`config.mk`:
```
export PLATFORM = sky130hd
export DESIGN_NAME = intr_cond_sync
export DESIGN_NICKNAME = d
export VERILOG_FILES = /design/src/rtl/intr_cond_pkg.sv /design/src/rtl/intr_cond_chan.sv /design/src/rtl/intr_cond_sync.sv
export SDC_FILE = /design/constraint.sdc
export NUM_CORES = 1
export LEC_CHECK = 0
export BUFFER_PORTS_ARGS = -buffer_cell sky130_fd_sc_hd__clkbuf_2
export CELL_PAD_IN_SITES_DETAIL_PLACEMENT = 0
export CELL_PAD_IN_SITES_GLOBAL_PLACEMENT = 1
export CORE_MARGIN = 2
export CORE_UTILIZATION = 43
export DETAILED_ROUTE_END_ITERATION = 6
export GPL_TIMING_DRIVEN = 0
export PLACE_DENSITY_LB_ADDON = 0.1
export SLEW_MARGIN = 20
export SYNTH_ARGS = -nofsm -noshare
export SYNTH_HDL_FRONTEND = slang
export SYNTH_SLANG_ARGS = --single-unit
export TNS_END_PERCENT = 20
```
`constraint.sdc`:
```
create_clock -name clk -period 2.3 [get_ports clk]
set_input_delay 0.345 -clock clk [delete_from_list [all_inputs] [get_ports clk]]
set_output_delay 0.345 -clock clk [all_outputs]
set_load 0.005 [all_outputs]
```
`src/rtl/intr_cond_pkg.sv`:
```
// Shared definitions for the interrupt conditioner: trigger-mode encodings
// and filter counter sizing helpers.
package intr_cond_pkg;

    typedef enum logic [1:0] {
        MODE_LEVEL = 2'b00,
        MODE_RISE  = 2'b01,
        MODE_FALL  = 2'b10,
        MODE_BOTH  = 2'b11
    } mode_e;

    // A filter setting of 0 still needs one cycle to accept a change.
    function automatic int filt_len(int filter_cycles);
        return (filter_cycles < 1) ? 1 : filter_cycles;
    endfunction

    function automatic int cnt_width(int filter_cycles);
        return $clog2(filt_len(filter_cycles) + 1);
    endfunction

endpackage

```
`src/rtl/intr_cond_chan.sv`:
```
// One interrupt channel: synchronizer, stability filter, edge detect and
// sticky pending bit.
module intr_cond_chan
    import intr_cond_pkg::*;
#(
    parameter int SYNC_STAGE    = 2,
    parameter int FILTER_CYCLES = 4
) (
    input  logic       clk,
    input  logic       rst,
    input  logic       intr_in,
    input  logic [1:0] mode,
    input  logic       clr,
    output logic       pending,
    output logic       level
);

    localparam int             FP      = filt_len(FILTER_CYCLES);
    localparam int             CW      = cnt_width(FILTER_CYCLES);
    localparam logic [CW-1:0]  CNT_MAX = CW'(FP - 1);

    (* ASYNC_REG = "TRUE" *) logic [SYNC_STAGE-1:0] sync_q;
    logic          s;
    logic          filt;
    logic          filt_d;
    logic [CW-1:0] cnt;
    logic          rise;
    logic          fall;
    logic          edge_hit;

    assign s = sync_q[SYNC_STAGE-1];

    always_ff @(posedge clk) begin
        if (rst) begin
            sync_q <= '0;
        end else begin
            sync_q <= {sync_q[SYNC_STAGE-2:0], intr_in};
        end
    end

    // A change on s is taken only after FP consecutive differing samples;
    // any return to the current value restarts the count.
    always_ff @(posedge clk) begin
        if (rst) begin
            filt   <= 1'b0;
            filt_d <= 1'b0;
            cnt    <= '0;
        end else begin
            filt_d <= filt;
            if (s == filt) begin
                cnt <= '0;
            end else if (cnt == CNT_MAX) begin
                filt <= s;
                cnt  <= '0;
            end else begin
                cnt <= cnt + 1'b1;
            end
        end
    end

    assign rise = filt & ~filt_d;
    assign fall = ~filt & filt_d;

    always_comb begin
        edge_hit = 1'b0;
        unique case (mode_e'(mode))
            MODE_RISE: edge_hit = rise;
            MODE_FALL: edge_hit = fall;
            MODE_BOTH: edge_hit = rise | fall;
            default:   edge_hit = 1'b0;
        endcase
    end

    // Edge beats clear so an event arriving with a clear is never lost.
    always_ff @(posedge clk) begin
        if (rst) begin
            pending <= 1'b0;
        end else if (mode_e'(mode) == MODE_LEVEL) begin
            pending <= filt;
        end else if (edge_hit) begin
            pending <= 1'b1;
        end else if (clr) begin
            pending <= 1'b0;
        end
    end

    assign level = filt;

endmodule

```
`src/rtl/intr_cond_sync.sv`:
```
// Multi-channel interrupt conditioner: per-channel conditioning plus the
// masked OR reduction that drives the registered irq_out.
module intr_cond_sync
    import intr_cond_pkg::*;
#(
    parameter int INTR_WIDTH    = 4,
    parameter int SYNC_STAGE    = 2,
    parameter int FILTER_CYCLES = 4
) (
    input  logic                    clk,
    input  logic                    rst,
    input  logic [INTR_WIDTH-1:0]   intr_in,
    input  logic [2*INTR_WIDTH-1:0] mode_cfg,
    input  logic [INTR_WIDTH-1:0]   intr_mask,
    input  logic                    clr_valid,
    input  logic [INTR_WIDTH-1:0]   clr_mask,
    output logic [INTR_WIDTH-1:0]   pending,
    output logic [INTR_WIDTH-1:0]   level,
    output logic                    irq_out
);

    for (genvar i = 0; i < INTR_WIDTH; i++) begin : g_chan
        intr_cond_chan #(
            .SYNC_STAGE    (SYNC_STAGE),
            .FILTER_CYCLES (FILTER_CYCLES)
        ) u_chan (
            .clk     (clk),
            .rst     (rst),
            .intr_in (intr_in[i]),
            .mode    (mode_cfg[2*i +: 2]),
            .clr     (clr_valid & clr_mask[i]),
            .pending (pending[i]),
            .level   (level[i])
        );
    end

    always_ff @(posedge clk) begin
        if (rst) begin
            irq_out <= 1'b0;
        end else begin
            irq_out <= |(pending & ~intr_mask);
        end
    end

endmodule
```
==> out/metrics.csv <==
metric,value,unit
run status,finished clean,
max cap viols,0,
Slew @ Worst Pin,0.5464,ns
fin. max-slew vios,0,
Synth Warn #,0,
R2R depth,4,
# resized after CTS,0,
Post-CTS Setup Bufs,0,
Yosys top cell by area,dfxtp_1,
Fin Hold WS,0.2129,ns
Placed Cells,229,
total number of vias,1077,
worst path bufs/invs,2,
TritonCTS Buffers,5,
Clock Pin Slew Worst Setup and Hold Paths,0.10,ns
Final HPWL DP,1963,um
clk buf depth,2,
slack of the critical path,0.9250,ns
leak pwr,0.7508,nW
Final Non-Filler Cells,237,
post-cts hold buffer count,0,
number of routed nets with antenna violations,0,
Place WS,1.001,ns
share of the synthesized area in the top cell type,0.4444,
unique cell type count in the Yosys netlist,20,
CP max FO,6,
Worst Clk Skew,0.006859,ns
f_max,727.3,MHz
worst hold start,intr_in[2],
register area,660.6,um2
"slowest stage delay, CP",0.45,ns
pin count of the biggest net entering global routing,11,
initial antenna violation count,0,
Critical Path Start Type,flop,
H-tree depth,2,
Initial Utilization,0.4454,
Post-Route WL,2463,um
Yosys reg bits,33,
cell area after layout,1750,um2
IO Pins,32,
WP data required,1.96,ns
wire per inst,10.39,um
grt ovf,0,
number of flops mapped to enable cells by yosys,0,
Commonest cells post-synth,"dfxtp_1 (33), inv_1 (18), nor2b_1 (18)",
Placed Area,1699,um2
Mapped Cells,152,
DRT Pass-1 Iters,4,
die width,62.80,um
first-iteration detailed-routing DRC count,19,
Power Density,556.1,nW/um2
Final Setup Violations,0,
floorplan row count,21,
vias in the first global route,1118,
internal reg-to-reg setup slack,1.00,ns
Die Y-Extent,62.80,um
Final Hold Viols,0,
layout cells sized above 1,0.3246,
crit-path leading delay family,flip-flops,
CP startpoint,g_chan[2].u_chan.level$_SDFFE_PP0P_,
full die area,3943,um2
final period utilization,0.5978,
relative slew slack,0.6358,
Remaining DRCs,0,
RSZ-0062 raised after global routing,false,
gp weighted congestion,0.6958,
Worst Hold Class,input pin to flop,
"Seq/Total Area, Yosys",0.4444,
Max VDD drop,0.2628,mV
n_diodes,0,
"count leader, synth",dfxtp_1,
min Tclk post-route,1.375,ns
later-pin clock latency in the skew report,0.33,ns
area occupied by multi-input gates,690.7,um2
Port Buffers,31,
critical-path cell list,buf_4 > clkbuf_2,
worst path arrival time,1.03,ns
area grow syn2layout,17.76,%
Total GRT Usage,0.1542,
Root Buffer,clkbuf_4,
CTS tree,done,
Layout fillers,328,
clock sinks,33,
syn_nets,191,
syn_area_per_cell,9.779,um2
nets@finish,229,
Post-synth top flop,dfxtp_1,
Post-synth ARST share,0,
number of vias per cell,4.544,
Worst setup EP type,output pin,
first-pass GRT wire length,4602,um
RR Startpoint,g_chan[0].u_chan.cnt[0]$_SDFF_PP0_,
Hold EP,g_chan[2].u_chan.sync_q[0]$_SDFF_PP0_,
setup TNS,0,ns
Reg-to-Reg End,g_chan[0].u_chan.cnt[2]$_SDFF_PP0_,
Slowest cell on crit path,dfxtp_1,
Hold Path Depth,2,
Setup Crit Path Kind,flop to output pin,
core area,3337,um2
Netlist Area Pre-Place,1486,um2
synth top area cells,"dfxtp_1 (44%), ha_1 (13%), nor2b_1 (7.6%)",
## layer usage
layer / wire length (um) / part of all wire / GRT usage / up-vias
li1: - / - / - / 554
met1: 1062 / 0.43 / 0.1608 / 501
met2: 1220 / 0.50 / 0.2688 / 16
met3: 125 / 0.051 / 0.06126 / 6
met4: 54 / 0.022 / 0.07500 / 0
met5: 0 / 0 / 0 / -
## worst register-to-register path, stage by stage, from the launching register on
cell     delay, ns
dfxtp_1       0.34
ha_1          0.19
ha_1          0.21
or3_4         0.43
nor2_2        0.09
## flip-flops by register name, summed over array words and instances, names as in the netlist
| signal | cells |
|---|---|
| g_chan.u_chan.sync_q | 8 |
| g_chan.u_chan.pending | 4 |
| irq_out | 1 |
| g_chan.u_chan.cnt | 12 |
| g_chan.u_chan.filt_d | 4 |
| g_chan.u_chan.level | 4 |
## power breakdown
group	internal, mW	switching (mW)
registers	0.585	0.00751
logic	0.0435	0.0350
clock network	0.116	0.186
## cell type report
class,count,area share
clock buffers,6,0.02359
plain buffers,10,0.03860
well taps,46,0.03288
flip-flops and latches,33,0.3774
inverters,18,0.03860
clock inverters,2,0.005718
repair buffers,31,0.08863
multi-input cells,91,0.3946
## metrics by stage
stage / power, mW / util
2_1_floorplan: 0.6468 / -
3_3_place_gp: 0.6829 / 0.5092
3_5_place_dp: 0.6859 / 0.5092
4_1_cts: 0.9889 / 0.5246
5_1_grt: 1.034 / 0.5246
6_report: 0.9735 / 0.5246
## worst max-delay path by stage
| stage | end | depth (start not counted) |
|---|---|---|
| 4_1_cts | level[3] | 2 |
| 5_1_grt | level[1] | 2 |
| 2_1_floorplan | g_chan[0].u_chan.cnt[0]$_SDFF_PP0_ | 4 |
| 6_report | level[2] | 2 |
| 3_3_place_gp | g_chan[0].u_chan.cnt[0]$_SDFF_PP0_ | 4 |
| 3_5_place_dp | g_chan[0].u_chan.cnt[2]$_SDFF_PP0_ | 4 |
## cell usage in the layout, fill, tap and decap left out, drive strengths merged
cell type  count
nor2b         18
a31oi          1
ha            16
clkinv         2
nor2          20
inv           18
dfxtp         33
a22oi          1
mux2i          4
a211oi         4
nand2b         2
xnor2          4
o211ai         1
or3            4
nor3           4
o21ai          3
nand2          5
clkbuf        39
a2bb2oi        4
buf            8
## cells by family after synthesis
kind of cell / count (synthesis) / share of synthesized area
mux: 4 / 0.02694
flops: 33 / 0.4444
xor+xnor: 4 / 0.02357
simple gates: 53 / 0.2113
compound gates: 14 / 0.06818
buf+inv: 28 / 0.09091
fa+ha+maj: 16 / 0.1347
Power figures use the tool's default switching activity.
